## config.mk

```make
export PLATFORM = sky130hd
export DESIGN_NAME = rr_arbiter_8_way_flat
export DESIGN_NICKNAME = d
export VERILOG_FILES = /design/src/rtl/rr_arbiter_8_way_pkg.sv /design/src/rtl/rr_arbiter_8_way_if.sv /design/src/rtl/or_8_way.sv /design/src/rtl/rr_arbiter_8_way_pick.sv /design/src/rtl/rr_arbiter_8_way.sv /design/src/flat_wrapper.sv
export SDC_FILE = /design/constraint.sdc
export NUM_CORES = 1
export LEC_CHECK = 0
export CAP_MARGIN = 10
export CORE_UTILIZATION = 40
export CTS_BUF_LIST = sky130_fd_sc_hd__clkbuf_8
export DETAILED_ROUTE_END_ITERATION = 6
export GPL_ROUTABILITY_DRIVEN = 0
export GPL_TIMING_DRIVEN = 0
export PLACE_DENSITY_LB_ADDON = 0.1
export SETUP_SLACK_MARGIN = 0.4
export SLEW_MARGIN = 10
export SYNTH_ARGS = -nofsm -noshare
export SYNTH_HDL_FRONTEND = slang
export SYNTH_SLANG_ARGS = --single-unit
```

## constraint.sdc

```tcl
create_clock -name clk -period 8.7 [get_ports clk]
set_clock_uncertainty 0.2 [all_clocks]
set_input_delay 1.74 -clock clk [delete_from_list [all_inputs] [get_ports clk]]
set_output_delay 1.74 -clock clk [all_outputs]
set_load 0.005 [all_outputs]
```

## src/rtl/rr_arbiter_8_way_pkg.sv

```systemverilog
// Shared types and constants for the 8-way round-robin arbiter.
package arb_pkg;

    localparam int NUM_REQ   = 8;
    localparam int IDX_W     = 3;
    localparam int TIMEOUT_W = 8;

    typedef enum logic {
        IDLE = 1'b0,
        BUSY = 1'b1
    } arb_state_t;

endpackage

```

## src/rtl/rr_arbiter_8_way_if.sv

```systemverilog
// Requester-bank / arbiter handshake bundle. The requester bank is the
// master (drives req); the arbiter is the slave (drives the grant side).
interface rr_arbiter_8_way_if;
    import arb_pkg::*;

    logic [NUM_REQ-1:0] req;
    logic [NUM_REQ-1:0] grant;
    logic               grant_valid;
    logic [IDX_W-1:0]   grant_idx;
    logic               busy;
    logic               timeout;

    modport master (
        output req,
        input  grant,
        input  grant_valid,
        input  grant_idx,
        input  busy,
        input  timeout
    );

    modport slave (
        input  req,
        output grant,
        output grant_valid,
        output grant_idx,
        output busy,
        output timeout
    );

endinterface

```

## src/rtl/or_8_way.sv

```systemverilog
// Library OR cell: reduces an 8-bit vector to a single "any bit set" flag.
module or_8_way (
    input  logic [7:0] i_in,
    output logic       o_out
);

    assign o_out = |i_in;

endmodule

```

## src/rtl/rr_arbiter_8_way_pick.sv

```systemverilog
// Round-robin selector for 8 requesters. The request vector is rotated so
// that bit ptr lands at position 0, a fixed lowest-bit-first priority
// encoder picks the winner, and the one-hot result is rotated back.
module rr_pick_8 (
    input  logic [7:0] i_req,
    input  logic [2:0] i_ptr,
    output logic [7:0] o_pick,
    output logic [2:0] o_idx,
    output logic       o_found
);

    logic [15:0] w_reqDbl;
    logic [3:0]  w_rotBase;
    logic [7:0]  w_rot;
    logic [2:0]  w_pos;
    logic        w_hit;
    logic [7:0]  w_rotHot;
    logic [15:0] w_hotDbl;
    logic [3:0]  w_backBase;

    assign w_reqDbl  = {i_req, i_req};
    assign w_rotBase = {1'b0, i_ptr};
    assign w_rot     = w_reqDbl[w_rotBase +: 8];

    // Fixed priority in the rotated domain: the lowest set bit is the one
    // closest to ptr in scan order, so the loop lets lower bits overwrite.
    always_comb begin
        w_pos = '0;
        w_hit = 1'b0;
        for (int j = 7; j >= 0; j--) begin
            if (w_rot[j]) begin
                w_pos = 3'(j);
                w_hit = 1'b1;
            end
        end
    end

    assign w_rotHot   = w_hit ? (8'd1 << w_pos) : 8'd0;
    assign w_hotDbl   = {w_rotHot, w_rotHot};
    assign w_backBase = 4'd8 - {1'b0, i_ptr};

    assign o_pick  = w_hotDbl[w_backBase +: 8];
    assign o_idx   = w_pos + i_ptr;
    assign o_found = w_hit;

endmodule

```

## src/rtl/rr_arbiter_8_way.sv

```systemverilog
// 8-way round-robin arbiter with an IDLE/BUSY state machine and fully
// registered outputs. A grant is held until its requester drops req, and
// the pointer then moves to the requester after the one just served.
// Optional macro ARB_TIMEOUT_EN adds a per-grant BUSY cycle limit
// (TIMEOUT_CYCLES) that forces a release and pulses timeout.
module rr_arbiter_8_way
    import arb_pkg::*;
#(
    parameter int NUM_REQ        = 8,
    parameter int TIMEOUT_CYCLES = 16
) (
    input  logic              clk,
    input  logic              rst,
    rr_arbiter_8_way_if.slave bus
);

    if (NUM_REQ != arb_pkg::NUM_REQ) begin : g_badNumReq
        $error("rr_arbiter_8_way: NUM_REQ must be 8");
    end

    if (TIMEOUT_CYCLES < 2 || TIMEOUT_CYCLES > 255) begin : g_badTimeout
        $error("rr_arbiter_8_way: TIMEOUT_CYCLES must be in 2..255");
    end

    arb_state_t       r_state;
    logic [IDX_W-1:0] r_ptr;
    logic [7:0]       r_grant;
    logic [IDX_W-1:0] r_grantIdx;
    logic             r_grantValid;
    logic             r_busy;

    logic             w_anyReq;
    logic [7:0]       w_pick;
    logic [IDX_W-1:0] w_pickIdx;
    logic             w_found;
    logic             w_start;
    logic             w_held;
    logic             w_expire;
    logic             w_release;

    or_8_way u_anyReq (
        .i_in  (bus.req),
        .o_out (w_anyReq)
    );

    rr_pick_8 u_pick (
        .i_req   (bus.req),
        .i_ptr   (r_ptr),
        .o_pick  (w_pick),
        .o_idx   (w_pickIdx),
        .o_found (w_found)
    );

    assign w_start = w_anyReq & w_found;
    assign w_held  = bus.req[r_grantIdx];

`ifdef ARB_TIMEOUT_EN
    localparam logic [TIMEOUT_W-1:0] TIMEOUT_LAST = TIMEOUT_W'(TIMEOUT_CYCLES - 1);

    logic [TIMEOUT_W-1:0] r_count;
    logic                 r_timeout;

    assign w_expire = w_held && (r_count == TIMEOUT_LAST);
`else
    assign w_expire = 1'b0;
`endif

    // A normal release (req dropped) takes precedence over a forced one,
    // which is why w_expire already requires the request to be held.
    assign w_release = !w_held || w_expire;

    // Arbitration state machine: grant on entry to BUSY, release back to IDLE.
    always_ff @(posedge clk) begin
        if (rst) begin
            r_state      <= IDLE;
            r_ptr        <= '0;
            r_grant      <= '0;
            r_grantIdx   <= '0;
            r_grantValid <= 1'b0;
            r_busy       <= 1'b0;
`ifdef ARB_TIMEOUT_EN
            r_count      <= '0;
            r_timeout    <= 1'b0;
`endif
        end else begin
`ifdef ARB_TIMEOUT_EN
            r_timeout <= 1'b0;
`endif
            case (r_state)
                IDLE: begin
                    if (w_start) begin
                        r_state      <= BUSY;
                        r_grant      <= w_pick;
                        r_grantIdx   <= w_pickIdx;
                        r_grantValid <= 1'b1;
                        r_busy       <= 1'b1;
`ifdef ARB_TIMEOUT_EN
                        r_count      <= '0;
`endif
                    end
                end
                BUSY: begin
                    if (w_release) begin
                        r_state      <= IDLE;
                        r_ptr        <= r_grantIdx + 3'd1;
                        r_grant      <= '0;
                        r_grantIdx   <= '0;
                        r_grantValid <= 1'b0;
                        r_busy       <= 1'b0;
`ifdef ARB_TIMEOUT_EN
                        r_timeout    <= w_expire;
`endif
                    end
`ifdef ARB_TIMEOUT_EN
                    else begin
                        r_count <= r_count + 1'b1;
                    end
`endif
                end
                default: begin
                    r_state <= IDLE;
                end
            endcase
        end
    end

    assign bus.grant       = r_grant;
    assign bus.grant_valid = r_grantValid;
    assign bus.grant_idx   = r_grantIdx;
    assign bus.busy        = r_busy;
`ifdef ARB_TIMEOUT_EN
    assign bus.timeout     = r_timeout;
`else
    assign bus.timeout     = 1'b0;
`endif

endmodule

```

## src/flat_wrapper.sv

```systemverilog
// flat-port wrapper written by rule: the top's interface ports become plain ports
module rr_arbiter_8_way_flat import arb_pkg::*;
#(
    parameter int NUM_REQ        = 8,
    parameter int TIMEOUT_CYCLES = 16
)
  (clk, rst, bus_req, bus_grant, bus_grant_valid, bus_grant_idx, bus_busy, bus_timeout);
  rr_arbiter_8_way_if bus_i ();
  input  logic clk;
  input  logic rst;
  input wire logic [$bits(bus_i.req)-1:0] bus_req;
  output wire logic [$bits(bus_i.grant)-1:0] bus_grant;
  output wire logic [$bits(bus_i.grant_valid)-1:0] bus_grant_valid;
  output wire logic [$bits(bus_i.grant_idx)-1:0] bus_grant_idx;
  output wire logic [$bits(bus_i.busy)-1:0] bus_busy;
  output wire logic [$bits(bus_i.timeout)-1:0] bus_timeout;
  assign bus_i.req = bus_req;
  assign bus_grant = bus_i.grant;
  assign bus_grant_valid = bus_i.grant_valid;
  assign bus_grant_idx = bus_i.grant_idx;
  assign bus_busy = bus_i.busy;
  assign bus_timeout = bus_i.timeout;
  rr_arbiter_8_way #(.NUM_REQ(NUM_REQ), .TIMEOUT_CYCLES(TIMEOUT_CYCLES)) u_core (.clk(clk), .rst(rst), .bus(bus_i));
endmodule
```

-- After elaboration in Yosys (flattened, before gate mapping)
Index checks and enable logic that the tools add are counted.
- flip-flop bits (word level): 16
- bits in latches: 0
- bits in writable memories: 0
- ROM bits: 0
- bits of input ports: 10
- word-level logic and storage cells: 51
- memories kept: 0
- add/sub/neg operators: 3
- multipliers: 0
- divide/modulo/power cells: 0
- magnitude comparators: 1
- equality and inequality tests: 2
- shift operators: 3
- muxes and demuxes: 31
- bitwise operators: 3
- reduce and logical (&&, ||, !) cells: 3
- operators with widths (operator ; number):
    two-way mux 3 bit ; 10
    two-way mux 8 bit ; 3
    case mux 8 bit (2 select lines) ; 1
    variable part select 16 x 4 -> 8 bit ; 1
    variable part select 16 x 5 -> 8 bit ; 1
    two-way mux 1 bit ; 13
    OR reduction 8 bit ; 1
    << shifter 1 x 3 -> 8 bit, first input constant ; 1
    case mux 3 bit (2 select lines) ; 1
    less-than comparator 3 x 4 -> 1 bit, second input constant ; 1
    case mux 1 bit (2 select lines) ; 2
    AND reduction 2 bit ; 2
    subtractor 4 x 3 -> 4 bit, first input constant ; 1
    adder 3 x 1 -> 3 bit, second input constant ; 1
    adder 3 bit ; 1
    binary-select mux 1 bit (select 3 bit) ; 1
    != test 2 x 1 -> 1 bit, second input constant ; 1
    != test 2 bit, second input constant ; 1
    inverter 1 bit ; 2
    AND 1 bit ; 1

-- Longest topological paths before layout
- word-level depth: 14
- gate-level depth with buffers: 17
- mapped depth without buffers: 13

-- Modules after synthesis
From an unflattened synthesis, not the netlist that was laid out.
- cell total of the unflattened synthesis: 305
- area total of the unflattened synthesis: 2341.0 um2
- by module, submodules not included (module ; times used ; cells each ; area an instance (um2) ; seq. area each (um2)):
    rr_pick_8 ; 1 ; 218 ; 1556.5 ; 0.0
    rr_arbiter_8_way ; 1 ; 84 ; 768.2 ; 320.3
    or_8_way ; 1 ; 3 ; 16.3 ; 0.0

-- Worst setup path after synthesis
No wires, ideal clock.
- kind: input to register
- start point: input bus_req[4]
- end point: register u_core.r_grantIdx[2] (netlist: u_core.bus.grant_idx[2])
- library setup time: 0.128 ns
- arrival time: 4.297 ns
- data required time: 8.372 ns
- setup slack: 4.076 ns
- stages: 14
- path buffers: 2
- cells stage by stage: buf_2 > mux4_1 > mux2_2 > a211o_4 > a21oi_2 > buf_6 > ha_1 > inv_1 > fa_1 > xnor2_1 > xnor2_1 > nor2_1 > a31oi_1 > nor2_1
- word-level cells in the longest chain between the ends: 12
- elaborated cells on any way between the ends: 27
- those cells by class: 1 x add/sub; 2 x eq/ne; 1 x shift; 20 x mux; 1 x bitwise; 2 x reduce/logical
- ends and longest elaborated chain (element ; line ; RTL):
    start, declared ; flat_wrapper.sv:11 ; input wire logic [$bits(bus_i.req)-1:0] bus_req;
    variable part select 16 x 4 -> 8 bit ; rr_arbiter_8_way_pick.sv:23 ; assign w_rot = w_reqDbl[w_rotBase +: 8];
    two-way mux 3 bit / two-way mux 1 bit (equally long branches) (8 in series) ; rr_arbiter_8_way_pick.sv:31 ; if (w_rot[j]) begin
    adder 3 bit / AND 1 bit (equally long branches) ; rr_arbiter_8_way_pick.sv:43, rr_arbiter_8_way.sv:54 ;
    two-way mux 3 bit / != test 2 x 1 -> 1 bit (equally long branches) ; -- ;
    case mux 3 bit (2 select lines) / AND reduction 2 bit (equally long branches) ; -- ;
    end signal, assigned ; rr_arbiter_8_way.sv:94 ; r_grantIdx <= w_pickIdx;
    end, declared ; rr_arbiter_8_way.sv:28 ; logic [IDX_W-1:0] r_grantIdx;
Parallel ways exist; a longest one is shown, timed or not. The select of a mux whose other input is x is not followed.
A chain may end at the register's enable or synchronous reset.

-- Worst setup path after layout
- start point: input bus_req[0]
- end point: register u_core.r_grantIdx[2] (netlist: u_core.bus.grant_idx[2])
Same word-level chain as after synthesis.

==> reports/summary.txt <==
==============================================================================
Number of cells on the worst hold path ..........................            2
Chain of cells forming the critical path ........................ clkdlybuf4s50_1, mux4_1, mux2i_1, a31oi_1, a211o_4, a21oi_2, buf_6, ha_1, inv_1, fa_1, xnor2_1, xnor2_1, nor2_1, a31oi_1, nor2_1
Cell family with the largest share of critical-path delay ....... buffers and inverters
Maximum count of clock buffers along a single path ..............            2
Synth Warn # ....................................................            0
Power Density ...................................................  186 mW/mm^2
Post-layout worst setup margin ..................................      3.52 ns
Net count after synthesis .......................................          275
Final setup violation count .....................................            0
Routed wire length ..............................................      5.88 mm
H-tree depth reported by CTS ....................................            1
Worst path bufs/invs ............................................            3
Post-detail-place hpwl ..........................................      4.44 mm
Initial antenna violation count .................................            0
Sequential fraction of design power .............................        20.9%
Standard cell area after detailed placement ..................... 0.00244 mm^2
Portion of the post-synthesis area used by sequential elements ..        14.9%
Comb power frac .................................................        64.9%
Achievable clock frequency ......................................    0.193 GHz
Peak supply drop ................................................       118 uV
Leak ............................................................     0.911 nW
Capture point of the worst reg-to-reg path ...................... u_core.bus.grant_idx[2]$_SDFFE_PP0P_
Number of enable-type register cells in the synthesized netlist .            0
Post-Route Setup TNS ............................................         0 ns
Number of primary I/O pins ......................................           24
Area taken by multi-input logic gates ........................... 0.00166 mm^2
Area growth from synthesis to layout ............................        16.4%
FF+latch count, synth ...........................................           16
Max-capacitance violation count .................................            0
Setup slack, reg-to-reg .........................................      5.16 ns
Slew at the pin with the worst max-slew slack ...................     0.759 ns
Post-synthesis instance total ...................................          261
Detail Route Antenna Nets .......................................            0
Switching Fraction ..............................................        43.8%
Highest-count cells in the layout ignoring fill and taps ........ sky130_fd_sc_hd__nor2_1 (23), sky130_fd_sc_hd__nand2_1 (21), sky130_fd_sc_hd__clkdlybuf4s50_1 (21)
Initial standard-cell utilization of the core ...................        41.7%
Diodes inserted .................................................            0
WP data required ................................................      8.63 ns
Via/cell ratio ..................................................         5.96
Total overflow reported by the global router ....................            0
Count of standard-cell rows .....................................           26
Final-stage net count ...........................................          301
Ratio of final minimum period to clock period ...................        59.6%
Worst hold slack ................................................     0.263 ns
Reg-to-reg startpoint ........................................... u_core.r_ptr[0]$_SDFFE_PP0P_
Portion of total power attributed to the clock network ..........        14.3%
Most common cell after layout, fill and taps aside .............. sky130_fd_sc_hd__nor2_1
CP Max Fanout ...................................................           10
Critical path launch point type .................................   input port
Category of the critical setup timing path ......................    in -> reg
Initial detailed-routing violation count ........................          134
Most used flip-flop cell after synthesis ........................ sky130_fd_sc_hd__dfxtp_1
Final Instance Area ............................................. 0.00250 mm^2
Time the final worst path needs with I/O delays and setup .......      5.18 ns
Type of the most critical hold path .............................   reg -> reg
CTS tree ........................................................        built
TritonCTS sink count ............................................           16
Run status ...................................................... finished, final reports clean
Core region area ................................................ 0.00514 mm^2
Die span in x ...................................................      75.2 um
Total track usage ...............................................        22.3%
Data arrival time of the critical path ..........................      5.11 ns
Fraction of final layout cells sized beyond drive strength 1 ....        17.5%
Slowest library cell on the worst path .......................... sky130_fd_sc_hd__clkdlybuf4s50_1
Worst slack after detailed placement ............................      3.25 ns
Resized cells post-CTS ..........................................            0
Layout filler cell count ........................................          537
Number of distinct library cells after synthesis ................           79
Count of cells along the worst register-to-register path ........           15
Postcts setup bufs ..............................................            0
Root Buffer Master .............................................. sky130_fd_sc_hd__clkbuf_8
Total die area .................................................. 0.00566 mm^2
Number of remaining DRC errors ..................................            0
Overall die height ..............................................      75.2 um
Capturing element type of the critical path .....................    flip-flop
Final hold violation count ......................................            0
Stage delay of the slowest cell on the critical path ............      0.63 ns
Clock-pin slew on the worst setup and hold paths ................      0.06 ns
Detailed-route wire length per cell .............................      16.5 um
Insertion delay of the later-clocked pin in the worst-skew pair .      0.25 ns
Pint ............................................................   0.000261 W
Count of input and output buffers ...............................           21
Hold buffer count at CTS ........................................            0
Cts bufs inserted ...............................................            3
Hold Crit Endpoint .............................................. u_core.bus.grant[3]$_SDFFE_PP0P_
Count of vias placed by the detailed router .....................         2120
Max-slew violation count ........................................            0
Post-synth ARST share ...........................................           0%
Average cell area after synthesis ...............................    8.22 um^2
Largest net degree at the start of global routing ...............           11
Via count of the first global-routing pass ......................         1877
Net switching component of the power ............................   0.000203 W
Post-Syn Area ................................................... 0.00215 mm^2
Start point of the worst hold path .............................. u_core.bus.grant[3]$_SDFFE_PP0P_
Final cell utilization of the core ..............................        48.6%
DRT Pass-1 Iters ................................................            4
Area taken by flip-flops and latches ............................     320 um^2
Unrepaired setup endpoints after global routing .................           no
Max-Slew Margin vs Limit ........................................        49.1%
Global-route wire length before repair ..........................      9.65 mm
==============================================================================
[logic make-up (layout without fill, tap and decap cells)]
logic type	Yosys count	in the layout	share of synthesized area, %
buf+inv	26	51	7.58
flops	16	16	14.9
other cells	1	1	0.175
xor+xnor	5	5	2.39
fa+ha+maj	4	4	2.68
compound gates	80	80	28.6
mux	21	21	14.9
simple gates	108	108	28.7
[worst max path at each step]
stage,startpoint,cells after the start,to,slack [ns]
after CTS,bus_req[0],15,u_core.bus.grant_idx[2]$_SDFFE_PP0P_,3.52
after floorplan,bus_req[4],14,u_core.bus.grant_idx[2]$_SDFFE_PP0P_,4.08
after global placement,bus_req[0],15,u_core.bus.grant_idx[2]$_SDFFE_PP0P_,3.28
after detailed placement,bus_req[0],15,u_core.bus.grant_idx[2]$_SDFFE_PP0P_,3.25
final,bus_req[0],15,u_core.bus.grant_idx[2]$_SDFFE_PP0P_,3.52
after global routing,bus_req[0],15,u_core.bus.grant_idx[2]$_SDFFE_PP0P_,3.36
[synthesized netlist by cell type (3+ instances only)]
cell	instances	area, um^2
sky130_fd_sc_hd__a21boi_0	3	22.5
sky130_fd_sc_hd__a21o_1	5	37.5
sky130_fd_sc_hd__a21oi_1	13	65.1
sky130_fd_sc_hd__a22o_1	4	35.0
sky130_fd_sc_hd__a2bb2oi_1	3	26.3
sky130_fd_sc_hd__a311oi_1	4	35.0
sky130_fd_sc_hd__a31oi_1	7	43.8
sky130_fd_sc_hd__and3_1	4	25.0
sky130_fd_sc_hd__buf_2	7	35.0
sky130_fd_sc_hd__buf_4	4	30.0
sky130_fd_sc_hd__buf_6	4	45.0
sky130_fd_sc_hd__dfxtp_1	16	320
sky130_fd_sc_hd__ha_1	3	37.5
sky130_fd_sc_hd__inv_1	6	22.5
sky130_fd_sc_hd__mux2_2	5	56.3
sky130_fd_sc_hd__mux2i_1	9	90.1
sky130_fd_sc_hd__mux4_1	4	105
sky130_fd_sc_hd__mux4_2	3	67.6
sky130_fd_sc_hd__nand2_1	21	78.8
sky130_fd_sc_hd__nand2b_1	6	37.5
sky130_fd_sc_hd__nand3_1	6	30.0
sky130_fd_sc_hd__nand4_1	3	18.8
sky130_fd_sc_hd__nor2_1	23	86.3
sky130_fd_sc_hd__nor2b_1	4	25.0
sky130_fd_sc_hd__nor3_1	11	55.1
sky130_fd_sc_hd__nor3_2	3	30.0
sky130_fd_sc_hd__o211ai_1	3	22.5
sky130_fd_sc_hd__o21ai_0	8	40.0
sky130_fd_sc_hd__or2_1	3	18.8
sky130_fd_sc_hd__xnor2_1	3	26.3
[flip-flops by register name (all words and copies together) (netlist names)]
name / count
u_core.r_ptr: 3
u_core.bus.grant: 8
u_core.r_state: 1
u_core.bus.grant_idx: 3
u_core.bus.grant_valid: 1
[metrics by stage]
stage,total power [W],std cells
final,0.000464,356
after global routing,0.000500,356
after CTS,0.000466,356
after detailed placement,0.000397,352
after global placement,0.000398,352
after floorplan,0.000318,261
[worst min-delay path, cell delays in order (launching register included)]
cell,delay (ns)
sky130_fd_sc_hd__dfxtp_1,0.31
sky130_fd_sc_hd__nand2_1,0.05
sky130_fd_sc_hd__o21ai_1,0.05
[layout make-up]
type	instances	area share (%)
multi-input combinational	219	66.5
sequential	16	12.8
timing repair buffer	21	8.41
buffer	19	5.46
tap	70	3.51
clock buffer	4	2.20
inverter	7	1.05
[power by group through the flow]
stage / sequential (W) / clock, W / combinational (W)
final: 0.0000967 / 0.0000661 / 0.000301
after detailed placement: 0.0000983 / 0 / 0.000299
after global routing: 0.0000988 / 0.0000694 / 0.000332
after floorplan: 0.0000976 / 0 / 0.000220
after global placement: 0.0000984 / 0 / 0.000300
after CTS: 0.0000969 / 0.0000681 / 0.000301
[metal layers]
layer	part of all wire, %	GRT usage (%)
met1	47	32.1
met2	48	36.3
met3	3.9	3.21
met4	0.60	2.47
met5	0	0
(Power assumes the default switching activity.)
